### src/rtl/dm_port_arbiter.sv
// dm_port_arbiter: two-port round-robin arbiter in front of the single-port data memory.
// Port 0 is the CPU load/store path, port 1 is the loader/debug port.
// Optional feature macro: DM_ARB_LOCK_EN adds ld_lock/lock_active so the loader can hold ownership.
module dm_port_arbiter #(
  parameter int unsigned AW  = 8,
  parameter int unsigned DW  = 8,
  parameter int unsigned SCW = 16
) (
  input  logic           clk,
  input  logic           reset,
  input  logic           cpu_req,
  input  logic           cpu_we,
  input  logic [AW-1:0]  cpu_addr,
  input  logic [DW-1:0]  cpu_wdata,
  output logic           cpu_gnt,
  output logic [DW-1:0]  cpu_rdata,
  output logic           cpu_rvalid,
  input  logic           ld_req,
  input  logic           ld_we,
  input  logic [AW-1:0]  ld_addr,
  input  logic [DW-1:0]  ld_wdata,
  output logic           ld_gnt,
  output logic [DW-1:0]  ld_rdata,
  output logic           ld_rvalid,
  output logic           mem_en,
  output logic           mem_we,
  output logic [AW-1:0]  mem_addr,
  output logic [DW-1:0]  mem_wdata,
  input  logic [DW-1:0]  mem_rdata,
`ifdef DM_ARB_LOCK_EN
  input  logic           ld_lock,
  output logic           lock_active,
`endif
  output logic [SCW-1:0] cpu_stall
);

  typedef enum logic {PORT_CPU = 1'b0, PORT_LD = 1'b1} port_e;

  localparam logic [SCW-1:0] STALL_MAX = {SCW{1'b1}};

  port_e          last_win;
  port_e          rd_owner;
  logic           rd_pend;
  logic [DW-1:0]  cpu_rdata_q;
  logic [DW-1:0]  ld_rdata_q;
  logic           locked_c;

`ifdef DM_ARB_LOCK_EN
  logic           lock_q;

  // Lock engages on a locked loader grant and persists while ld_lock stays high.
  always_ff @(posedge clk or negedge reset) begin
    if (!reset) lock_q <= 1'b0;
    else        lock_q <= (lock_q | ld_gnt) & ld_lock;
  end

  assign lock_active = lock_q;
  assign locked_c    = lock_q & ld_lock;
`else
  assign locked_c    = 1'b0;
`endif

  // Grant selection: single requester wins, conflicts go to the port that did not win last.
  always_comb begin
    cpu_gnt = 1'b0;
    ld_gnt  = 1'b0;
    if (reset) begin
      if (locked_c) begin
        ld_gnt = ld_req;
      end else if (cpu_req && ld_req) begin
        if (last_win == PORT_LD) cpu_gnt = 1'b1;
        else                     ld_gnt  = 1'b1;
      end else begin
        cpu_gnt = cpu_req;
        ld_gnt  = ld_req;
      end
    end
  end

  // Memory request mux from the winning port; idle drives zeros.
  always_comb begin
    mem_en    = cpu_gnt | ld_gnt;
    mem_we    = 1'b0;
    mem_addr  = '0;
    mem_wdata = '0;
    if (cpu_gnt) begin
      mem_we    = cpu_we;
      mem_addr  = cpu_addr;
      mem_wdata = cpu_wdata;
    end else if (ld_gnt) begin
      mem_we    = ld_we;
      mem_addr  = ld_addr;
      mem_wdata = ld_wdata;
    end
  end

  // Round-robin history; a held lock leaves the CPU first in line on release.
  always_ff @(posedge clk or negedge reset) begin
    if (!reset)       last_win <= PORT_LD;
    else if (cpu_gnt) last_win <= PORT_CPU;
    else if (ld_gnt)  last_win <= PORT_LD;
`ifdef DM_ARB_LOCK_EN
    else if (lock_q)  last_win <= PORT_LD;
`endif
  end

  // Read-return tracking: remember which port owns the read in flight.
  always_ff @(posedge clk or negedge reset) begin
    if (!reset) begin
      rd_pend  <= 1'b0;
      rd_owner <= PORT_CPU;
    end else begin
      rd_pend  <= mem_en & ~mem_we;
      if (mem_en) rd_owner <= ld_gnt ? PORT_LD : PORT_CPU;
    end
  end

  assign cpu_rvalid = rd_pend && (rd_owner == PORT_CPU);
  assign ld_rvalid  = rd_pend && (rd_owner == PORT_LD);

  // Per-port read-data hold so the idle port keeps its last returned value.
  always_ff @(posedge clk or negedge reset) begin
    if (!reset) begin
      cpu_rdata_q <= '0;
      ld_rdata_q  <= '0;
    end else begin
      if (cpu_rvalid) cpu_rdata_q <= mem_rdata;
      if (ld_rvalid)  ld_rdata_q  <= mem_rdata;
    end
  end

  assign cpu_rdata = cpu_rvalid ? mem_rdata : cpu_rdata_q;
  assign ld_rdata  = ld_rvalid  ? mem_rdata : ld_rdata_q;

  // Saturating count of cycles the CPU waited on a request.
  always_ff @(posedge clk or negedge reset) begin
    if (!reset)
      cpu_stall <= '0;
    else if (cpu_req && !cpu_gnt && (cpu_stall != STALL_MAX))
      cpu_stall <= cpu_stall + SCW'(1);
  end

endmodule

### config.mk
export PLATFORM = sky130hd
export DESIGN_NAME = dm_port_arbiter
export DESIGN_NICKNAME = d
export VERILOG_FILES = /design/src/rtl/dm_port_arbiter.sv
export SDC_FILE = /design/constraint.sdc
export NUM_CORES = 1
export LEC_CHECK = 0
export CAP_MARGIN = 20
export CELL_PAD_IN_SITES_DETAIL_PLACEMENT = 0
export CELL_PAD_IN_SITES_GLOBAL_PLACEMENT = 1
export CORE_AREA = 2 2 110 59
export DETAILED_ROUTE_END_ITERATION = 10
export DIE_AREA = 0 0 112 61
export PLACE_DENSITY_LB_ADDON = 0.1
export SYNTH_ARGS = -nofsm -noshare
export SYNTH_HDL_FRONTEND = slang
export SYNTH_SLANG_ARGS = --single-unit
### constraint.sdc
create_clock -name clk -period 3.3 [get_ports clk]
set_input_delay 0.66 -clock clk [delete_from_list [all_inputs] [get_ports clk]]
set_output_delay 0.66 -clock clk [all_outputs]
set_load 0.01 [all_outputs]
; Yosys cells after proc, flatten, opt, wreduce, memory -nomap -nowiden
; Cells that the tools add are included.
[totals]
register_bits = 35
output_inout_bits = 54
[classes]
addsub = 1
eq_ne = 1
muxes = 17
n_bitwise = 4
reduce_logical = 7
[ops]
columns = operator, count
row1 = 8-bit 2-to-1 mux, 6
row2 = 16-bit by 1-bit adder with 16-bit output (second input constant), 1
row3 = 16-bit inequality test (second input constant), 1
row4 = 1-bit 2-to-1 mux, 11
row5 = 1-bit logical AND, 5
row6 = 1-bit NOT, 2
row7 = 2-bit nonzero test, 1
row8 = 1-bit AND, 1
row9 = 1-bit zero test, 1
row10 = 1-bit OR, 1

; Depth between registers and ports, before layout
; Gate-level depths: netlist of run 1.
[logic_depth]
depth_word = 7
ltp_mapped = 6

; Worst setup path after synthesis of run 1
; No wires, ideal clock.
[synth_timing]
kind = input-to-output
from = in ld_req
to = out mem_addr[0]
arrival_ps = 1623
setup_slack_ps = 1017
stages = 4
path_cell_list = nor2b_1 nor2_1 buf_2 a22o_1
[synth_rtl]
columns = item, line
row1 = "start, declared", 18  ; input logic ld_req,
row2 = 1-bit logical AND, 70  ; end else if (cpu_req && ld_req) begin
row3 = 1-bit 2-to-1 mux, 70
row4 = 1-bit 2-to-1 mux, 67  ; if (reset) begin
row5 = via cpu_gnt, 15  ; output logic cpu_gnt,
row6 = 8-bit 2-to-1 mux, 86  ; if (cpu_gnt) begin
row7 = "end, declared", 27  ; output logic [AW-1:0] mem_addr,
; The timed path passes the listed nets, and every way through them passes these cells.

; Final worst setup path of run 1
[layout_timing]
from = in cpu_req
to = out mem_we
[layout_via]
elab_chain_len = 5
[layout_lines]
columns = item, line
row1 = "start, declared", 11  ; input logic cpu_req,
row2 = 1-bit logical AND, 70
row3 = 1-bit 2-to-1 mux, 70
row4 = 1-bit 2-to-1 mux, 67
row5 = 1-bit 2-to-1 mux, 90  ; end else if (ld_gnt) begin
row6 = 1-bit 2-to-1 mux (*), 86
row7 = "end, declared", 26  ; output logic mem_we,
; Every way passes the cells marked *; elsewhere a longest branch is shown, timed or not.

==> results of run 1 <==
## Yosys cell counts
master	n	area share, %
nor4b_1	1	0.52
nor4b_2	2	1.8
dfrtp_1	34	50
and3_1	1	0.37
mux2_2	16	11
nor4_2	2	1.5
nor4_1	3	1.1
clkbuf_1	2	0.44
dfstp_2	1	1.6
mux2_1	1	0.67
or2_2	2	0.74
or3_1	1	0.37
inv_1	4	0.89
xor2_1	15	7.8
a21o_1	1	0.44
o21ai_2	1	0.52
o21ai_0	2	0.59
buf_2	1	0.30
nand3_2	1	0.59
nand3_1	3	0.89
a21oi_2	1	0.52
buf_4	1	0.44
o2111ai_1	1	0.52
and2_1	1	0.37
nor2b_1	2	0.74
ha_1	1	0.74
nor3_1	4	1.2
nand4_1	3	1.1
a22o_1	17	8.8
nand2_1	7	1.6
nor3b_1	2	0.89
nor2_1	5	1.1
## path summary, 6_finish.rpt
check                                from              to  slack, ps  depth (start not counted)
hold reg to reg            cpu_rdata_q[1]  cpu_rdata_q[1]        490                          1
setup reg to reg             cpu_stall[0]    cpu_stall[1]       1250                          6
hold / removal                      reset    cpu_stall[1]        460                          2
setup / recovery                  cpu_req          mem_we        260                          6
min in group clk           cpu_rdata_q[1]  cpu_rdata_q[1]        490                          1
max in group asynchronous           reset        last_win       2490                          2
## final cells by class
cell class,count,area (µm²)
Clock buffer,5,125
Clock inverter,3,43.8
Fill cell,531,2880
Inverter,4,15.0
Multi-Input combinational cell,96,778
Sequential cell,35,877
Tap cell,77,96.3
Timing Repair Buffer,105,1040
## kinds of logic after synthesis
group	share of synthesized area [%]
xor gates and xnor gates	7.77
and+or+nand+nor	14.8
DFF	51.9
AOI/OAI and AO/OA	11.4
buffers and inverters	2.07
muxes	11.3
adders and majority gates	0.740
## power groups by stage
stage               clock (µW)  combinational (µW)  sequential, µW
global placement             0                 583             619
finish                     527                 577             615
floorplan                    0                 219             621
CTS                        547                 587             614
detailed placement           0                 583             620
global route               570                 625             629
## per-stage QoR
step	total power (µW)	utilization [%]	std cells	setup slack (ps)	instance area [µm²]
after global routing	1820	50.9	325	146	2980
after floorplan	840	-	139	1020	1690
after CTS	1750	50.9	325	242	2980
final	1720	50.9	325	256	2980
after global placement	1200	48.0	317	253	2810
after detailed placement	1200	48.0	317	258	2810
## worst register-to-register path, stage by stage (launching register included)
cell and delay, ps:
dfrtp_1 400, ha_1 200, nand4_1 220, nor4_2 440
buf_4 250, nor2_1 80, mux2_1 330
## registers in the layout (all words and copies together), names as in the netlist
register and cells:
rd_pend 1, last_win 1, cpu_stall 16, cpu_rdata_q 8, ld_rdata_q 8, rd_owner 1
## per-layer routing
metal	global-route usage [%]	vias to the layer above	wire [µm]
met5	0	-	0
met1	20.3	686	2330
li1	-	727	-
met2	17.8	57	1830
met3	7.79	4	474
met4	3.66	0	40
==> run metrics, run 1 <==
run status finished clean; Vias 1474; most frequent cells in the layout clkdlybuf4s50_1 (98), dfrtp_1 (34), a22o_1 (17), mux2_2 (16), xor2_1 (15); Power Dens Cells 577 nW/µm²; Mean Syn Cell Area 12.2 µm²; final net count 294; Pint 1250 µW; CTS sink cnt 35; f_max 329 MHz; CTS Hold Buffers Added 0; GPL Wtd Cong 0.716; Sequential Power Share 35.7%; WP buf/inv 3; chip height 61 µm; crit path launch type input pin; register area share after synthesis 51.9%; Fin. Hold Viols 0; Final Cycle Share 92.2%; largest net degree at the start of global routing 37; H-tree depth 2; worst slew pin tran 699 ps; largest stage delay on the critical path 570 ps; Hold WS 463 ps; synth-to-layout area growth 76.2%; IO Pins 100; initial antenna violation count 0; warnings from Yosys 0; crit path max fanout 18; final number of setup-violating endpoints 0; Die Area 6830 µm²; # resized after CTS 0; Final HPWL DP 3.69 mm; Hold Path Class in2async; data required time at the worst endpoint 2640 ps; final WL 4.68 mm; WP data arrival 2380 ps; Initial Util 28.9%; first-pass GRT wire length 7.25 mm; # DRC 0; Mapped Nets 186; WL/cell 14.4 µm; Clock Power Share 30.7%; relative slew slack 53.3%; Slowest-stage cell, CP clkdlybuf4s50_1; critical path capture point type output port; Yosys reg bits 35; worst setup path class in2out; std cell rows 20; combinational share of power 33.6%; Cell variety after synth 32; drt initial violations 57; clock root cell clkbuf_16; GR Overflow Total 0; Pleak 0.00126 µW; VDD IR max 329 µV; Die X 112 µm; DRT Pass-1 Iters 4; Crit path max-delay family buffers and inverters; Max Cap Viol 0; number of post-CTS setup repair buffers 0; Synth Instances 139; ANT cells 0; CTS tree done; core area 5860 µm²; clock tree buffer depth 2; commonest non-fill, non-tap cell in the layout clkdlybuf4s50_1; remaining antenna violation count 0; share of cells above drive strength 1 16.5%; I/O Buffers 99; worst-skew pair later-pin latency 270 ps; Syn Std Cell Area 1690 µm²; Final min period 3040 ps; GR Util All Layers 14.1%; switch share 27.1%; clk_skew 3.95 ps; setup tns final 0 ps; Via density 4.54; number of CTS-inserted buffers 5; P_sw 466 µW; CP cell instances clkdlybuf4s50_1 -> nand2_1 -> nor2_1 -> buf_4 -> a22o_1 -> clkdlybuf4s50_1; CP dominant cell by count clkdlybuf4s50_1; fin. max-slew vios 0; vias in the first global route 1442; clock slew seen by the registers of the worst setup and hold paths 60 ps; RSZ-0062 raised after global routing no
Power figures use the tool's default switching activity.
==> run 2: changes to the inputs <==
--- a/config.mk
+++ b/config.mk
@@ -5,12 +5,13 @@
 export SDC_FILE = /design/constraint.sdc
 export NUM_CORES = 1
 export LEC_CHECK = 0
+export ABC_AREA = 1
 export CAP_MARGIN = 20
 export CELL_PAD_IN_SITES_DETAIL_PLACEMENT = 0
 export CELL_PAD_IN_SITES_GLOBAL_PLACEMENT = 1
-export CORE_AREA = 2 2 110 59
+export CORE_AREA = 2 2 118 63
 export DETAILED_ROUTE_END_ITERATION = 10
-export DIE_AREA = 0 0 112 61
+export DIE_AREA = 0 0 120 65
 export PLACE_DENSITY_LB_ADDON = 0.1
 export SYNTH_ARGS = -nofsm -noshare
 export SYNTH_HDL_FRONTEND = slang
==> run 2 against run 1 <==
Compared with the run above:
- flip-flop and latch count stayed put
- cell count is 38% higher
- hold slack got worse by 240 ps
- clock power shrank 5.9%
- worst setup slack lost 15 ps
==> run metrics, run 2 <==
Simple-Gate Fraction of Synth Area 28.8% (+14 points); fillcell total 681 (+28%); # DRC 0 (unchanged); clk_skew 4.43 ps (+0.481 ps); Mapped Nets 296 (+59%); Hold WS 224 ps (-239 ps); Adder-Cell Fraction of Synth Area 0.655% (-0.085 points); Fin. Hold Viols 0 (unchanged); vias in the first global route 1702 (+18%); drt initial violations 103 (+81%); Slowest-stage cell, CP clkdlybuf4s50_1; # resized after CTS 0 (unchanged); Top FF cell, synth dfrtp_1; remaining antenna violation count 0 (unchanged); Final min period 3060 ps (+15.3 ps); Cell variety after synth 24 (-25%); main combinational cell family by area after synthesis simple AND/OR/NAND/NOR gates; std cell rows 22 (+10%); worst setup path class in2out; CTS sink cnt 35 (unchanged); Hold Path Class in2async; mux cell area share after synthesis 0% (-11 points); warnings from Yosys 0 (unchanged); Final WS setup 241 ps (-15.3 ps); most frequent cells in the layout clkdlybuf4s50_1 (98), nand2_1 (94), dfrtp_1 (34), inv_1 (25), o21ai_0 (24); Tot Pwr 1750 µW (+2.1%); GR Util All Layers 15.0% (+0.89 points); clock slew seen by the registers of the worst setup and hold paths 60 ps (about the same); relative slew slack 66.9% (+14 points); share of cells above drive strength 1 7.34% (-9.2 points); fin. max-slew vios 0 (unchanged); IO Pins 100 (unchanged); final net count 400 (+36%); Initial Util 27.6% (-1.2 points); DRT Pass-1 Iters 4 (unchanged); final number of setup-violating endpoints 0 (unchanged); synth-to-layout area growth 66.5%; I/O Buffers 99 (unchanged); Synth Area in Compound Gates 14.4% (+3.0 points); WP buf/inv 3 (unchanged); core area 6910 µm² (+18%); Pleak 0.00143 µW (+13%); CP dominant cell by count clkdlybuf4s50_1; Mean Syn Cell Area 7.67 µm² (-37%); f_max 327 MHz (-0.50%); commonest non-fill, non-tap cell in the layout clkdlybuf4s50_1; chip height 65 µm (+6.6%); Power Dens Cells 552 nW/µm² (-4.4%); top-count cell post-synth nand2_1; Critical R2R Launch last_win; Yosys reg bits 35 (unchanged); final WL 5.60 mm (+20%); area taken by multi-input logic gates 888 µm² (+14%); Vias 1928 (+31%); WP data arrival 2400 ps (+20 ps); EDFF count, synth 0 (unchanged); area share of the largest cell type after synthesis 44.6% (-5.8 points); WL/cell 12.4 µm (-13%); worst slew pin tran 495 ps (-204 ps); first-pass GRT wire length 8.87 mm (+22%); max reg flops 16 (unchanged); VDD IR max 289 µV (-12%); clock root cell clkbuf_16; register area 877 µm² (unchanged); data required time at the worst endpoint 2640 ps (about the same); register area share after synthesis 45.9% (-6.0 points); Final Cycle Share 92.7% (+0.46 points); initial antenna violation count 0 (unchanged); worst-skew pair later-pin latency 280 ps (about the same); critical path capture point type output port; Die Area 7800 µm² (+14%); Crit path max-delay family buffers and inverters; r2r setup slk 1630 ps (+380 ps); ANT cells 0 (unchanged); RSZ-0062 raised after global routing no; setup tns final 0 ps (unchanged); largest registers cpu_stall (16), cpu_rdata_q (8), ld_rdata_q (8); Via density 4.28 (-5.5%); number of post-CTS setup repair buffers 0 (unchanged); Max Cap Viol 0 (unchanged); async set or reset register ratio after synthesis 100% (unchanged); Final HPWL DP 4.32 mm (+17%); H-tree depth 2 (unchanged); largest net degree at the start of global routing 21 (-43%); GPL Wtd Cong 0.725 (+1.3%); R2R Path End cpu_stall[9]; crit path launch type input pin; cell taking the most area after synthesis dfrtp_1; Post-Synth XOR/XNOR Area 2.75% (-5.0 points); crit path max fanout 18 (unchanged); CTS Hold Buffers Added 0 (unchanged); Biggest register cpu_stall; Crit path depth 6 (unchanged); Syn Std Cell Area 1910 µm² (+13%); Synth Instances 249 (+79%); run status finished clean; commonest cells in the netlist nand2_1 (94), dfrtp_1 (34), inv_1 (25); largest cells by area after synthesis dfrtp_1 (45%), nand2_1 (18%), a22o_1 (7.3%); Die X 120 µm (+7.1%); CP cell instances clkdlybuf4s50_1 -> nand2_1 -> nand3_1 -> inv_2 -> a22o_1 -> clkdlybuf4s50_1; GR Overflow Total 0 (unchanged); pre-CTS WS 250 ps (-8.14 ps); Worst R2R Path Depth 9 (+3); CTS tree done; largest stage delay on the critical path 550 ps (-20 ps); number of CTS-inserted buffers 5 (unchanged); clock tree buffer depth 2 (unchanged)
run 2: cell count changes after synthesis, moves of 4 or more:
| cell | change |
|---|---|
| nand2_1 | +87 |
| o21ai_0 | +22 |
| inv_1 | +21 |
| mux2_2 | -16 |
| nor2_1 | +13 |
| xor2_1 | -10 |
| nand3_1 | +4 |
| nor3_1 | -4 |
run 2: area by class of cell:
type / instances / share of cell area (%)
Timing Repair Buffer: 103 / 32.3
Sequential cell: 35 / 27.6
Clock inverter: 2 / 0.512
Clock buffer: 6 / 4.37
Inverter: 29 / 3.46
Tap cell: 96 / 3.78
Multi-Input combinational cell: 179 / 27.9
run 2: routing by layer:
metal	vias up	GRT usage (%)	routed length [µm]
li1	1001	-	-
met1	878	23.1	3010
met2	44	17.8	2130
met3	5	6.43	406
met4	0	4.41	51
met5	-	0	0
run 2: logic make-up (layout without fill, tap and decap cells):
group,count (synthesis),count (layout)
flops,35,35
compound gates,42,42
fa+ha+maj,1,1
buf+inv,35,140
xor+xnor,6,6
simple gates,130,130
run 2: report_power, final:
group	switching, µW	internal [µW]
combinational	283	353
sequential	75.3	547
clock	194	302
run 2: how the worst max path moves through the flow:
stage,startpoint,to,slack (ps)
floorplan,cpu_req,mem_addr[0],1270
global placement,ld_req,mem_wdata[0],250
detailed placement,cpu_req,mem_wdata[4],250
CTS,cpu_req,mem_wdata[4],250
global route,cpu_req,mem_we,150
finish,cpu_req,mem_wdata[4],240
run 2: through the flow:
step | utilization (%) | std cells | area (µm²)
finish | 46.0 | 450 | 3180
global route | 46.0 | 450 | 3180
CTS | 46.0 | 450 | 3180
detailed placement | 43.8 | 442 | 3020
global placement | 43.8 | 442 | 3020
floorplan | - | 249 | 1910
